===== config.mk =====
export PLATFORM = sky130hd
export DESIGN_NAME = cmd_exec
export DESIGN_NICKNAME = d
export VERILOG_FILES = /design/src/rtl/usb_cmd_pkg.sv /design/src/rtl/sync_edge.sv /design/src/rtl/cmd_exec.sv
export SDC_FILE = /design/constraint.sdc
export NUM_CORES = 1
export LEC_CHECK = 0
export BUFFER_PORTS_ARGS = -buffer_cell sky130_fd_sc_hd__buf_2
export CAP_MARGIN = 40
export CORE_MARGIN = 5
export CORE_UTILIZATION = 30
export CTS_CLUSTER_DIAMETER = 200
export CTS_CLUSTER_SIZE = 12
export DETAILED_ROUTE_END_ITERATION = 12
export MAX_ROUTING_LAYER = met4
export PLACE_DENSITY = 0.52
export SLEW_MARGIN = 20
export SYNTH_ARGS = -nofsm -noshare
export SYNTH_HDL_FRONTEND = slang
export SYNTH_SLANG_ARGS = --single-unit

===== constraint.sdc =====
create_clock -name i_clk_sys -period 2.5 [get_ports i_clk_sys]
set_input_delay 0.125 -clock i_clk_sys [delete_from_list [all_inputs] [get_ports i_clk_sys]]
set_output_delay 0.125 -clock i_clk_sys [all_outputs]
set_load 0.1 [all_outputs]

===== src/rtl/usb_cmd_pkg.sv =====
// Shared constants for the USB command path: command codes, result codes,
// configuration reset values and the executor state encoding.
package usb_cmd_pkg;

  localparam logic [15:0] CMD_SET_GAIN    = 16'h0001;
  localparam logic [15:0] CMD_SET_PRF     = 16'h0002;
  localparam logic [15:0] CMD_SET_SAMPLES = 16'h0003;
  localparam logic [15:0] CMD_START       = 16'h0004;
  localparam logic [15:0] CMD_STOP        = 16'h0005;
  localparam logic [15:0] CMD_DEFAULTS    = 16'h0006;

  localparam logic [15:0] RC_OK      = 16'h0000;
  localparam logic [15:0] RC_RANGE   = 16'h0002;
  localparam logic [15:0] RC_TIMEOUT = 16'h0003;
  localparam logic [15:0] RC_UNKNOWN = 16'hFFFF;

  localparam logic [7:0]  GAIN_RST    = 8'd32;
  localparam logic [23:0] PRF_RST     = 24'd50_000;
  localparam logic [15:0] SAMPLES_RST = 16'd1024;

  localparam logic [23:0] PRF_MIN     = 24'd100;
  localparam logic [15:0] SAMPLES_MAX = 16'd8192;

  // One-hot state encoding
  localparam logic [4:0] ST_IDLE     = 5'b00001;
  localparam logic [4:0] ST_DECODE   = 5'b00010;
  localparam logic [4:0] ST_ACQ_WAIT = 5'b00100;
  localparam logic [4:0] ST_FIN_HI   = 5'b01000;
  localparam logic [4:0] ST_FIN_LO   = 5'b10000;

  typedef enum logic [4:0] {
    S_IDLE     = ST_IDLE,
    S_DECODE   = ST_DECODE,
    S_ACQ_WAIT = ST_ACQ_WAIT,
    S_FIN_HI   = ST_FIN_HI,
    S_FIN_LO   = ST_FIN_LO
  } state_t;

endpackage


===== src/rtl/sync_edge.sv =====
// Two-flop synchroniser for an asynchronous level, followed by a history
// flop so a single-cycle rising-edge strobe can be produced.
module sync_edge (
  input  logic i_clk,
  input  logic i_rst_n,
  input  logic i_async,
  output logic o_rise
);

  logic meta_q;
  logic sync_q;
  logic hist_q;

  // Synchroniser chain plus history flop
  always_ff @(posedge i_clk or negedge i_rst_n) begin
    if (!i_rst_n) begin
      meta_q <= 1'b0;
      sync_q <= 1'b0;
      hist_q <= 1'b0;
    end else begin
      meta_q <= i_async;
      sync_q <= meta_q;
      hist_q <= sync_q;
    end
  end

  assign o_rise = sync_q & ~hist_q;

endmodule


===== src/rtl/cmd_exec.sv =====
// Command executor: decodes host commands from the USB bridge, updates the
// acquisition configuration, runs the start/stop handshake and returns a
// stretched finish pulse with a result code.
//
// state    | meaning
// ---------+---------------------------------------------------------------
// IDLE     | waiting for a synchronised rising edge of i_cmd_come
// DECODE   | command captured; apply config write or launch acquisition
// ACQ_WAIT | START issued; wait for i_acq_done or the timeout count
// FIN_HI   | o_cmd_finish held high for FINISH_HOLD cycles
// FIN_LO   | o_cmd_finish held low for FINISH_HOLD cycles before IDLE
import usb_cmd_pkg::*;

module cmd_exec #(
  // Must be at least 4 so the bridge's edge detector always sees the pulse.
  parameter int unsigned FINISH_HOLD = 8,
  parameter logic [23:0] ACQ_TIMEOUT = 24'd10_000_000
) (
  input  logic        i_clk_sys,
  input  logic        i_rst_n,
  input  logic        i_cmd_come,
  input  logic [15:0] i_cmd,
  input  logic [31:0] i_cmd_param,
  output logic        o_cmd_finish,
  output logic [15:0] o_cmd_finish_code,
  output logic [7:0]  o_gain,
  output logic [23:0] o_prf_period,
  output logic [15:0] o_sample_cnt,
  output logic        o_acq_start,
  output logic        o_acq_stop,
  input  logic        i_acq_done,
  output logic        o_busy
);

  localparam logic [7:0]  HOLD_LAST = 8'(FINISH_HOLD - 1);
  localparam logic [23:0] ACQ_LAST  = ACQ_TIMEOUT - 24'd1;

  state_t      state;
  logic        cmd_edge;
  logic [15:0] cmd_q;
  logic [31:0] param_q;
  logic [7:0]  hold_cnt;
  logic [7:0]  hold_inc;
  logic [23:0] acq_cnt;

  logic        gain_bad;
  logic        prf_bad;
  logic        samples_bad;
  logic [15:0] decode_rc;

  sync_edge u_cmd_sync (
    .i_clk   (i_clk_sys),
    .i_rst_n (i_rst_n),
    .i_async (i_cmd_come),
    .o_rise  (cmd_edge)
  );

  // Parameter range checks and result code for the captured command
  always_comb begin
    gain_bad    = (param_q[31:8] != 24'd0);
    prf_bad     = (param_q[31:24] != 8'd0) || (param_q[23:0] < PRF_MIN);
    samples_bad = (param_q[15:0] == 16'd0) || (param_q[15:0] > SAMPLES_MAX);
    decode_rc   = RC_UNKNOWN;
    case (cmd_q)
      CMD_SET_GAIN:    decode_rc = gain_bad    ? RC_RANGE : RC_OK;
      CMD_SET_PRF:     decode_rc = prf_bad     ? RC_RANGE : RC_OK;
      CMD_SET_SAMPLES: decode_rc = samples_bad ? RC_RANGE : RC_OK;
      CMD_START:       decode_rc = RC_OK;
      CMD_STOP:        decode_rc = RC_OK;
      CMD_DEFAULTS:    decode_rc = RC_OK;
      default:         decode_rc = RC_UNKNOWN;
    endcase
  end

  assign hold_inc = (hold_cnt == 8'hFF) ? hold_cnt : hold_cnt + 8'd1;

  // Main sequencer: capture, decode, acquisition handshake, finish stretch
  always_ff @(posedge i_clk_sys or negedge i_rst_n) begin
    if (!i_rst_n) begin
      state             <= S_IDLE;
      cmd_q             <= 16'd0;
      param_q           <= 32'd0;
      hold_cnt          <= 8'd0;
      acq_cnt           <= 24'd0;
      o_cmd_finish      <= 1'b0;
      o_cmd_finish_code <= RC_OK;
      o_gain            <= GAIN_RST;
      o_prf_period      <= PRF_RST;
      o_sample_cnt      <= SAMPLES_RST;
      o_acq_start       <= 1'b0;
      o_acq_stop        <= 1'b0;
    end else begin
      o_acq_start <= 1'b0;
      o_acq_stop  <= 1'b0;
      hold_cnt    <= hold_inc;
      case (state)
        S_IDLE: begin
          if (cmd_edge) begin
            cmd_q    <= i_cmd;
            param_q  <= i_cmd_param;
            hold_cnt <= 8'd0;
            state    <= S_DECODE;
          end
        end
        S_DECODE: begin
          hold_cnt <= 8'd0;
          if (cmd_q == CMD_START) begin
            o_acq_start <= 1'b1;
            acq_cnt     <= 24'd0;
            state       <= S_ACQ_WAIT;
          end else begin
            o_cmd_finish      <= 1'b1;
            o_cmd_finish_code <= decode_rc;
            state             <= S_FIN_HI;
            case (cmd_q)
              CMD_SET_GAIN:    if (!gain_bad)    o_gain       <= param_q[7:0];
              CMD_SET_PRF:     if (!prf_bad)     o_prf_period <= param_q[23:0];
              CMD_SET_SAMPLES: if (!samples_bad) o_sample_cnt <= param_q[15:0];
              CMD_STOP:        o_acq_stop <= 1'b1;
              CMD_DEFAULTS: begin
                o_gain       <= GAIN_RST;
                o_prf_period <= PRF_RST;
                o_sample_cnt <= SAMPLES_RST;
              end
              default: ;
            endcase
          end
        end
        S_ACQ_WAIT: begin
          // done takes priority over a coincident timeout
          if (i_acq_done) begin
            o_cmd_finish      <= 1'b1;
            o_cmd_finish_code <= RC_OK;
            hold_cnt          <= 8'd0;
            state             <= S_FIN_HI;
          end else if (acq_cnt == ACQ_LAST) begin
            o_acq_stop        <= 1'b1;
            o_cmd_finish      <= 1'b1;
            o_cmd_finish_code <= RC_TIMEOUT;
            hold_cnt          <= 8'd0;
            state             <= S_FIN_HI;
          end else begin
            acq_cnt <= acq_cnt + 24'd1;
          end
        end
        S_FIN_HI: begin
          if (hold_cnt == HOLD_LAST) begin
            o_cmd_finish <= 1'b0;
            hold_cnt     <= 8'd0;
            state        <= S_FIN_LO;
          end
        end
        S_FIN_LO: begin
          if (hold_cnt == HOLD_LAST) begin
            hold_cnt <= 8'd0;
            state    <= S_IDLE;
          end
        end
        default: begin
          o_cmd_finish <= 1'b0;
          hold_cnt     <= 8'd0;
          state        <= S_IDLE;
        end
      endcase
    end
  end

  assign o_busy = (state != S_IDLE);

endmodule


### Yosys cells after proc, flatten, opt, wreduce, memory -nomap -nowiden

Index checks and enable logic that the tools add are counted.

* register bits after elaboration: 155
* bits in latches: 0
* RAM bits: 0
* bits in read-only memories: 0
* input port bits: 52
* output and inout port bits: 68
* word-level logic and storage cells: 112
* memories kept: 0

* $add $sub $neg: 2
* multipliers: 0
* divide/modulo/power cells: 0
* magnitude comparators: 2
* equal/unequal tests: 26
* shift-type cells: 0
* muxes and demuxes: 43
* bitwise gates (word level): 4
* reduce and logical (&&, ||, !) cells: 20

Operators with widths (number)
* 24-bit 2-to-1 mux: 4
* 24-bit one-hot mux with 2 select lines: 2
* 16-bit 2-to-1 mux: 4
* 16-bit one-hot mux with 2 select lines: 2
* 16-bit one-hot mux with 4 select lines: 1
* 16-bit by 3-bit == test with 1-bit output (second input constant): 3
* 8-bit 2-to-1 mux: 6
* 16-bit by 2-bit == test with 1-bit output (second input constant): 2
* 5-bit 2-to-1 mux: 5
* 5-bit one-hot mux with 5 select lines: 1
* 24-bit by 1-bit adder with 24-bit output (second input constant): 1
* 24-bit == test (second input constant): 1
* 24-bit by 7-bit less-than comparator with 1-bit output (second input constant): 1
* 8-bit one-hot mux with 3 select lines: 1
* 4-bit AND reduction: 6
* 24-bit nonzero test: 1
* 2-bit != test (second input constant): 10
* 16-bit by 1-bit == test with 1-bit output (second input constant): 1
* 16-bit by 14-bit > comparator with 1-bit output (second input constant): 1
* 16-bit zero test: 1
* 8-bit one-hot mux with 2 select lines: 1
* 1-bit 2-to-1 mux: 10
* 8-bit by 1-bit adder with 8-bit output (second input constant): 1
* 8-bit by 3-bit == test with 1-bit output (second input constant): 1
* other kinds (20): 30

### Longest topological paths before layout

Gate-level depths: netlist of run 1.

* depth in word-level cells: 6
* mapped depth: 10
* mapped depth without buffers: 6

### Modules after synthesis

Synthesis of run 1 repeated with hierarchy kept, for this count alone.

* cells, all modules: 509
* area total of the unflattened synthesis: 6194.7 µm²

Modules (own cells, without submodules)
* cmd_exec: times used 1, cells each 505, area each 6105.9 µm², sequential area each 3489.6 µm²
* sync_edge: times used 1, cells each 4, area each 88.8 µm², sequential area each 75.1 µm²

### Worst setup path after synthesis of run 1

No wires, ideal clock.

* kind: register to register
* from: register state[4]
* to: register cmd_q[10]
* library setup time: 125 ps
* arrival time: 2938 ps
* required time: 2375 ps
* path slack: -563 ps
* cell stages (with the launch flop): 9
* path buffers: 4
* period minus slack after synthesis: 3063 ps
* path through: dfrtp_1 -> clkbuf_1 -> nor2_1 -> nand3_1 -> or2_2 -> clkbuf_1 -> buf_1 -> buf_1 -> mux2_2

* word-level cells in the longest chain between the ends: 2

RTL lines
* start, declared: RTL line cmd_exec.sv:38 `state_t state;`
* start signal, assigned: RTL line cmd_exec.sv:80 `state <= S_IDLE;`
* start signal, assigned: RTL line cmd_exec.sv:102 `state <= S_DECODE;`
* start signal, assigned: RTL line cmd_exec.sv:110 `state <= S_ACQ_WAIT;`
* 5-bit by 1-bit == test with 1-bit output: RTL line cmd_exec.sv:96 `case (state)`
* 2-bit AND reduction (no line)
* end signal, assigned: RTL line cmd_exec.sv:99 `cmd_q <= i_cmd;`
* end, declared: RTL line cmd_exec.sv:40 `logic [15:0] cmd_q;`

Every way passes these cells.
A chain may end at the register's enable or synchronous reset.

### Worst setup path in the final report of run 1

* from: register param_q[29]
* to: register o_prf_period[8]

* word-level cells in the longest chain between the ends: 4

RTL lines
* start, declared: RTL line cmd_exec.sv:41 `logic [31:0] param_q;`
* start signal, assigned: RTL line cmd_exec.sv:100 `param_q <= i_cmd_param;`
* 8-bit nonzero test: RTL line cmd_exec.sv:61 `prf_bad = (param_q[31:24] != 8'd0) || (param_q[23:0] < PRF_MIN);`
* 1-bit logical OR: RTL line cmd_exec.sv:61
* 2-bit != test (no line)
* 4-bit AND reduction (no line)
* end signal, assigned: RTL line cmd_exec.sv:117 `CMD_SET_PRF: if (!prf_bad) o_prf_period <= param_q[23:0];`
* end, declared: RTL line cmd_exec.sv:27 `output logic [23:0] o_prf_period,`

Every way passes these cells.

==> results.py, run 1 <==
metrics = {
    "run_status": {
        "status": "complete, no violations",
    },
    "setup_path": {
        "cp_top_family": "simple AND/OR/NAND/NOR gates",
        "cp.required_ns": 2.84,
        "critical_path.max_stage_delay_ns": 0.60,
        "cp-end-kind": "register",
        "start_kind": "register",
        "crit_path_max_fanout": 6,
        "path_cells": "or4_1, nor2_2, o41a_1, or4b_1, o22a_1",
        "path_buf_inv": 0,
        "arrival_ns": 2.64,
        "cp_slowest_cell": "or4b_1",
        "path_class": "reg -> reg",
    },
    "clock_network": {
        "insertion_delay_ns": 0.42,
        "cts_sinks": 142,
        "cts_inserted_buffers": 17,
        "cts-root-buf": "clkbuf_16",
        "clk_pin_slew_ns": 0.06,
        "clockBufferDepth": 2,
        "htree_levels": 4,
        "cts_tree": "yes",
    },
    "floorplan": {
        "core_um2": 21800,
        "start_util": 0.304,
        "ios": 120,
        "num_rows": 54,
        "die_w_um": 159,
        "die_h_um": 159,
        "dieArea_um2": 25100,
    },
    "placed_design": {
        "place_ws_ns": 0.122,
        "place_inst": 984,
        "place_hpwl_mm": 12.6,
        "gp_congestion": 0.813,
        "port_buffers": 119,
    },
    "sta": {
        "finalSetupViolCount": 0,
        "final-hold-violation-count": 0,
        "worst_pin_slew_ns": 0.676,
        "finalCritPeriodShare": 0.923,
        "relSlewSlack": 0.549,
        "fmax_mhz": 433,
        "rsz0062_at_grt": "false",
        "drv_slew": 0,
        "skew_ns": 0.00971,
        "worst_hold_slack_ns": 0.255,
        "setup_tns_ns": 0,
        "period_needed_ns": 2.31,
        "postLayoutSetupSlackWorst_ns": 0.192,
    },
    "logic_synthesis": {
        "async_reset_ff_frac": 1.00,
        "ys.flop_type": "dfrtp_1",
        "synth.distinct_cells": 56,
        "ys_seq_area_frac": 0.539,
        "netlist_area_um2": 6620,
        "yosys.area.top_type": "dfrtp_1",
        "ys_top_cells_by_area": "dfrtp_1, mux2_2, dfstp_2",
        "synth_top_area_share": 0.503,
        "ys_ff_latch": 142,
        "syn_inst": 596,
        "synth_edf_count": 0,
        "synth.most_common_cell": "dfrtp_1",
        "syn_area_per_cell_um2": 11.1,
        "syn-num-nets": 650,
        "synth_commonest_cells": "dfrtp_1, nand2_1, mux2_2",
        "ys_warn_count": 0,
    },
    "routing": {
        "drtAntennaViolNets": 0,
        "drtPass1Iterations": 4,
        "vias_per_cell": 5.03,
        "drc": 0,
        "drt_iter0_drc": 292,
        "wl_per_cell_um": 16.5,
        "drt_wl_total_mm": 17.6,
        "vias": 5369,
    },
    "global_route": {
        "grt_max_degree": 62,
        "antenna_found_initial": 0,
        "grt_pass1_vias": 5512,
        "grtUsageTotal": 0.149,
        "grt_overflow": 0,
        "grt_first_pass_wirelength_mm": 28.5,
    },
    "power_and_ir_drop": {
        "power_density_nw_per_um2": 961,
        "leakagePower_nw": 4.01,
        "peakVddDrop_mv": 0.671,
        "total_power_mw": 8.38,
    },
    "layout": {
        "diodes": 0,
        "fin_nets": 828,
        "area_growth_pct": 31.7,
        "drive_gt1_frac": 0.330,
        "fin_cells": 1067,
        "final.fill_count": 2117,
    },
    "worst_hold_path": {
        "holdCritPathClass": "in -> async",
    },
    "flow_run": {
        "maxCapViolations": 0,
    },
}
timing repair:
item / 4_1_cts / 5_1_grt
buffers inserted: 0 / 1
hold endpoints to repair: 98 / 0
setup endpoints to repair: 0 / 8
gates resized for setup: 0 / 3
hold buffers: 50 / 0
power by group:
part           switching (mW)  internal, mW
logic                    1.82         0.921
clock network           0.980          1.47
registers               0.409          2.77
worst paths after layout:
| kind | slack (ns) | endpoint | start | cells past startpoint |
|---|---|---|---|---|
| worst max-delay path | 0.19 | o_prf_period[8]$_DFFE_PN1P_ | param_q[29]$_DFFE_PN0P_ | 5 |
| worst min-delay path | 0.25 | acq_cnt[23]$_DFFE_PN0P_ | i_rst_n | 2 |
| worst max register to register | 0.19 | o_prf_period[8]$_DFFE_PN1P_ | param_q[29]$_DFFE_PN0P_ | 5 |
| worst min register to register | 0.35 | u_cmd_sync.sync_q$_DFF_PN0_ | u_cmd_sync.meta_q$_DFF_PN0_ | 0 |
| max in group asynchronous | 1.49 | o_sample_cnt[10]$_DFFE_PN1P_ | i_rst_n | 3 |
| min in group i_clk_sys | 0.27 | state[2]$_DFFE_PN0P_ | i_acq_done | 5 |
kinds of logic after synthesis:
logic type	count (synthesis)	share of synthesized area
AND/OR/NAND/NOR	220	0.180
XOR/XNOR	16	0.0212
AO/OA/AOI/OAI	104	0.121
flip-flops	142	0.539
multiplexers	55	0.0927
adder cells (fa/ha/maj)	2	0.00378
buffers and inverters	57	0.0433
final cells by class:
cell class | instances | area (µm²) | share of cell area
Clock buffer | 19 | 433 | 0.0497
Sequential cell | 142 | 3560 | 0.409
Clock inverter | 13 | 139 | 0.0159
Multi-Input combinational cell | 397 | 2790 | 0.321
Inverter | 6 | 22.5 | 0.00259
Tap cell | 280 | 350 | 0.0402
Timing Repair Buffer | 210 | 1410 | 0.162
cell usage in the layout (no fill, tap or decap), types with 7 or more instances in the layout:
cell,count
buf_4,41
nand2_1,60
o211ai_1,23
o22a_1,7
a21oi_1,11
clkbuf_16,17
or4_1,14
a22o_1,25
dfrtp_1,133
xor2_1,14
dlygate4sd3_1,50
nand4_1,28
buf_2,118
nand3_1,17
mux2_2,50
nor2_1,32
nor4_1,9
and3_1,13
dfstp_2,9
nor3_1,7
worst reg2reg max path: cells and delay by family, from the launching register on:
family	cells	cell delay, ns
flops	1	0.37
simple gates	3	1.34
compound gates	2	0.53
flip-flops by register name, indices dropped and copies added, names as in the netlist:
name / cells
acq_cnt: 24
cmd_q: 16
hold_cnt: 8
o_acq_start: 1
o_acq_stop: 1
o_cmd_finish: 1
o_cmd_finish_code: 3
o_gain: 8
o_prf_period: 24
o_sample_cnt: 16
param_q: 32
state: 5
u_cmd_sync.hist_q: 1
u_cmd_sync.meta_q: 1
u_cmd_sync.sync_q: 1
metal layers:
metal | part of all wire | GRT usage | up-vias | wire length [µm]
met5 | 0 | - | - | 0
met4 | 0.011 | 0.0516 | 0 | 199
met3 | 0.040 | 0.0307 | 12 | 706
met2 | 0.49 | 0.239 | 126 | 8680
met1 | 0.46 | 0.187 | 2686 | 8050
li1 | - | - | 2545 | -
stage by stage:
stage          utilization  area, µm²
3_3_place_gp         0.350       7620
6_report             0.400       8710
4_1_cts              0.399       8690
5_1_grt              0.400       8710
3_5_place_dp         0.350       7620
2_1_floorplan            -       6630
(Power assumes the default switching activity.)
==> inputs of run 2 (changes only) <==
BUFFER_PORTS_ARGS = -buffer_cell sky130_fd_sc_hd__clkbuf_2   (was -buffer_cell sky130_fd_sc_hd__buf_2)
TNS_END_PERCENT = 10   (was not set)
==> results.py, run 2 (synthesized netlist as in run 1, its figures left out) <==
metrics = {
    "run_status": {
        "status": "complete, no violations",
    },
    "routing": {
        "drtAntennaViolNets": 0,
        "wl_per_cell_um": 16.6,
        "drtPass1Iterations": 6,
        "vias_per_cell": 5.09,
        "drt_wl_total_mm": 17.7,
        "drc": 0,
        "drt_iter0_drc": 364,
        "vias": 5423,
    },
    "sta": {
        "worst_pin_slew_ns": 0.677,
        "fmax_mhz": 424,
        "finalCritPeriodShare": 0.943,
        "drv_slew": 0,
        "relSlewSlack": 0.549,
        "finalSetupViolCount": 0,
        "period_needed_ns": 2.36,
        "skew_ns": 0.0135,
        "final-hold-violation-count": 0,
        "rsz0062_at_grt": "false",
    },
    "setup_path": {
        "critical_path.max_stage_delay_ns": 0.60,
        "regToRegSetupSlack_ns": 0.14,
        "cp.required_ns": 2.84,
        "cp-endpoint": "o_prf_period[15]$_DFFE_PN1P_",
        "cp_slowest_cell": "or4b_1",
        "path_class": "reg -> reg",
        "arrival_ns": 2.69,
        "start_kind": "register",
        "cp-end-kind": "register",
        "rr_endpoint": "o_prf_period[15]$_DFFE_PN1P_",
        "crit_path_max_fanout": 6,
        "path_cells": "or4_1, nor2_2, o41a_1, or4b_1, o22a_1",
        "r2r_start": "param_q[29]$_DFFE_PN0P_",
        "r2r_cells": 5,
        "critPathLaunch": "param_q[29]$_DFFE_PN0P_",
    },
    "layout": {
        "drive_gt1_frac": 0.327,
        "fin_area_um2": 8740,
        "layout.cells.most_common_list": "dfrtp_1, clkbuf_2, nand2_1",
        "final_util": 0.402,
        "largest_reg_flops": 32,
        "final_common_cell": "dfrtp_1",
        "top_register": "param_q",
        "area_growth_pct": 32.1,
        "reg_top3": "param_q x32, acq_cnt x24, o_prf_period x24",
        "fin_nets": 826,
        "diodes": 0,
    },
    "global_route": {
        "grt_first_pass_wirelength_mm": 28.4,
        "grt_overflow": 0,
        "antenna_found_initial": 0,
        "grt_max_degree": 70,
        "grtUsageTotal": 0.146,
        "grt_pass1_vias": 5502,
    },
    "floorplan": {
        "num_rows": 54,
        "die_h_um": 159,
        "start_util": 0.304,
        "dieArea_um2": 25100,
        "ios": 120,
        "core_um2": 21800,
        "die_w_um": 159,
    },
    "flow_run": {
        "maxCapViolations": 0,
    },
    "power_and_ir_drop": {
        "power_density_nw_per_um2": 969,
        "leakagePower_nw": 4.03,
        "peakVddDrop_mv": 0.812,
    },
    "clock_network": {
        "cts_tree": "yes",
        "htree_levels": 4,
        "clockBufferDepth": 2,
        "cts_inserted_buffers": 17,
        "cts-root-buf": "clkbuf_16",
        "cts_sinks": 142,
        "clk_pin_slew_ns": 0.06,
        "insertion_delay_ns": 0.41,
    },
    "placed_design": {
        "gp_congestion": 0.818,
        "port_buffers": 119,
        "place_hpwl_mm": 12.5,
        "place_area_um2": 7630,
    },
    "worst_hold_path": {
        "holdCritPathClass": "in -> async",
    },
}
run 2: changes by cell type in the layout (fill, tap and decap cells not counted), sizes merged:
cell,change
inv,-3
buf,-120
clkbuf,+122
clkinv,-1
run 2: power by group:
part / internal [mW] / switching (mW) / leakage, nW
logic: 0.911 / 1.83 / 2.01
registers: 2.77 / 0.407 / 1.73
clock network: 1.60 / 0.953 / 0.295
total: 5.29 / 3.19 / 4.03
run 2: worst min path at each step:
stage / startpoint / endpoint / slack, ns / cells past startpoint
floorplan: i_rst_n / acq_cnt[0]$_DFFE_PN0P_ / -0.17 / 0
global placement: i_rst_n / param_q[4]$_DFFE_PN0P_ / 0.04 / 1
detailed placement: i_rst_n / param_q[4]$_DFFE_PN0P_ / 0.05 / 1
CTS: i_rst_n / param_q[4]$_DFFE_PN0P_ / 0.18 / 2
global route: i_rst_n / param_q[7]$_DFFE_PN0P_ / 0.21 / 2
finish: i_rst_n / param_q[4]$_DFFE_PN0P_ / 0.18 / 2
run 2: repair_timing:
| action | 4_1_cts | 5_1_grt |
|---|---|---|
| buffers inserted | 0 | 0 |
| hold buffers | 50 | 0 |
| resized for setup | 0 | 1 |
| hold endpoints to repair | 84 | 0 |
| endpoints found under the setup margin | 0 | 6 |
run 2: cell type report:
cell class	instances	area [µm²]
fillers	2108	13000
well taps	280	350
clock buffers	23	498
multi-input cells	397	2780
repair buffers	208	1420
inverters	6	22.5
flip-flops and latches	142	3560
clock inverters	9	108
run 2: stage by stage:
| stage | power [mW] | TNS, ns | worst slack, ns | hold slack, ns | instances |
|---|---|---|---|---|---|
| floorplan | 5.32 | -0.851 | -0.0851 | -0.171 | 596 |
| global placement | 5.84 | 0 | 0.175 | 0.0425 | 983 |
| detailed placement | 5.91 | 0 | 0.127 | 0.0451 | 983 |
| CTS | 8.55 | 0 | 0.0865 | 0.175 | 1065 |
| global route | 8.88 | 0 | 0.0448 | 0.212 | 1065 |
| finish | 8.48 | 0 | 0.143 | 0.182 | 1065 |
run 2: critical path, delay by kind of cell, from the launching register on:
kind	cells	cell delay (ns)
AND/OR/NAND/NOR	3	1.37
AO/OA/AOI/OAI	2	0.54
flip-flops	1	0.37
run 2: per-layer routing:
| metal | GRT usage | up-vias | part of all wire |
|---|---|---|---|
| met5 | - | - | 0 |
| met4 | 0.0386 | 0 | 0.014 |
| met3 | 0.0261 | 19 | 0.039 |
| met2 | 0.241 | 170 | 0.51 |
| met1 | 0.186 | 2698 | 0.44 |
| li1 | - | 2536 | - |
==> inputs of run 3 (changes only) <==
MAX_ROUTING_LAYER = not set   (was met4)
SKIP_CTS_REPAIR_TIMING = 1   (was not set)
==> results.py, run 3 (synthesized netlist as in run 1, its figures left out) <==
metrics = {
    "run_status": {
        "status": "complete, no violations",
    },
    "clock_network": {
        "cts_tree": "yes",
        "insertion_delay_ns": 0.41,
        "clk_pin_slew_ns": 0.06,
        "cts_sinks": 142,
        "clockBufferDepth": 2,
        "cts-root-buf": "clkbuf_16",
        "htree_levels": 4,
        "cts_inserted_buffers": 17,
    },
    "placed_design": {
        "place_ws_ns": 0.127,
        "place_inst": 983,
        "place_area_um2": 7630,
        "place_hpwl_mm": 12.5,
        "gp_congestion": 0.806,
        "port_buffers": 119,
    },
    "setup_path": {
        "regToRegSetupSlack_ns": 0.15,
        "r2r_start": "param_q[29]$_DFFE_PN0P_",
        "path_class": "reg -> reg",
        "crit_path_max_fanout": 6,
        "path_cells": "or4_1, nor2_2, o41a_1, or4b_1, o22a_1",
        "critical_path.max_stage_delay_ns": 0.60,
        "start_kind": "register",
        "rr_endpoint": "o_prf_period[15]$_DFFE_PN1P_",
        "cp_top_family": "simple AND/OR/NAND/NOR gates",
        "arrival_ns": 2.69,
        "r2r_cells": 5,
        "cp_slowest_cell": "or4b_1",
        "path_buf_inv": 0,
        "cp.required_ns": 2.84,
        "cp-end-kind": "register",
    },
    "sta": {
        "worst_pin_slew_ns": 0.672,
        "worst_hold_slack_ns": 0.183,
        "drv_slew": 0,
        "period_needed_ns": 2.35,
        "final-hold-violation-count": 0,
        "setup_tns_ns": 0,
        "finalSetupViolCount": 0,
        "postLayoutSetupSlackWorst_ns": 0.150,
        "relSlewSlack": 0.552,
        "rsz0062_at_grt": "false",
        "fmax_mhz": 426,
        "skew_ns": 0.0119,
        "finalCritPeriodShare": 0.940,
    },
    "floorplan": {
        "dieArea_um2": 25100,
        "num_rows": 54,
        "start_util": 0.304,
        "die_w_um": 159,
        "core_um2": 21800,
        "die_h_um": 159,
        "ios": 120,
    },
    "routing": {
        "vias": 5408,
        "drt_iter0_drc": 320,
        "vias_per_cell": 5.08,
        "drc": 0,
        "drtAntennaViolNets": 0,
        "wl_per_cell_um": 16.6,
        "drt_wl_total_mm": 17.7,
        "drtPass1Iterations": 8,
    },
    "power_and_ir_drop": {
        "peakVddDrop_mv": 0.812,
        "total_power_mw": 8.48,
        "leakagePower_nw": 4.03,
        "power_density_nw_per_um2": 970,
    },
    "global_route": {
        "grt_pass1_vias": 5294,
        "antenna_found_initial": 0,
        "grt_max_degree": 70,
        "grt_first_pass_wirelength_mm": 27.6,
        "grtUsageTotal": 0.138,
        "grt_overflow": 0,
    },
    "worst_hold_path": {
        "holdCritPathClass": "in -> async",
    },
    "layout": {
        "fin_nets": 826,
        "reg_top3": "param_q x32, acq_cnt x24, o_prf_period x24",
        "fin_area_um2": 8740,
        "diodes": 0,
        "area_growth_pct": 32.1,
        "top_register": "param_q",
        "final_common_cell": "dfrtp_1",
        "drive_gt1_frac": 0.327,
        "largest_reg_flops": 32,
        "layout.cells.most_common_list": "dfrtp_1, clkbuf_2, nand2_1",
        "final_util": 0.402,
        "fin_cells": 1065,
    },
    "flow_run": {
        "maxCapViolations": 0,
    },
}
==> run 3: power breakdown <==
group	leakage (nW)	internal [mW]	switching, mW
clock network	0.295	1.60	0.956
logic	2.01	0.911	1.83
registers	1.73	2.77	0.409
==> run 3: cell type report <==
| class | instances | area (µm²) |
|---|---|---|
| sequential | 142 | 3560 |
| timing repair buffer | 208 | 1420 |
| inverter | 6 | 22.5 |
| clock buffer | 23 | 498 |
| multi-input combinational | 397 | 2780 |
| tap | 280 | 350 |
| clock inverter | 9 | 108 |
| fill | 2107 | 13000 |
==> run 3: worst max-delay path by stage <==
stage / startpoint / end / slack [ns] / cells past startpoint
CTS: param_q[29]$_DFFE_PN0P_ / o_prf_period[6]$_DFFE_PN1P_ / 0.09 / 5
floorplan: param_q[9]$_DFFE_PN0P_ / o_sample_cnt[11]$_DFFE_PN0P_ / -0.09 / 7
global route: param_q[9]$_DFFE_PN0P_ / o_sample_cnt[10]$_DFFE_PN1P_ / 0.04 / 6
finish: param_q[29]$_DFFE_PN0P_ / o_prf_period[15]$_DFFE_PN1P_ / 0.15 / 5
detailed placement: param_q[29]$_DFFE_PN0P_ / o_prf_period[15]$_DFFE_PN1P_ / 0.13 / 5
global placement: param_q[25]$_DFFE_PN0P_ / o_prf_period[4]$_DFFE_PN1P_ / 0.17 / 5
==> run 3: per-layer routing <==
metal | up-vias | track usage | share of wire
met5 | - | 0 | 0
met3 | 15 | 0.0334 | 0.048
met4 | 0 | 0.0370 | 0.014
met1 | 2696 | 0.179 | 0.43
met2 | 157 | 0.233 | 0.50
li1 | 2540 | - | -
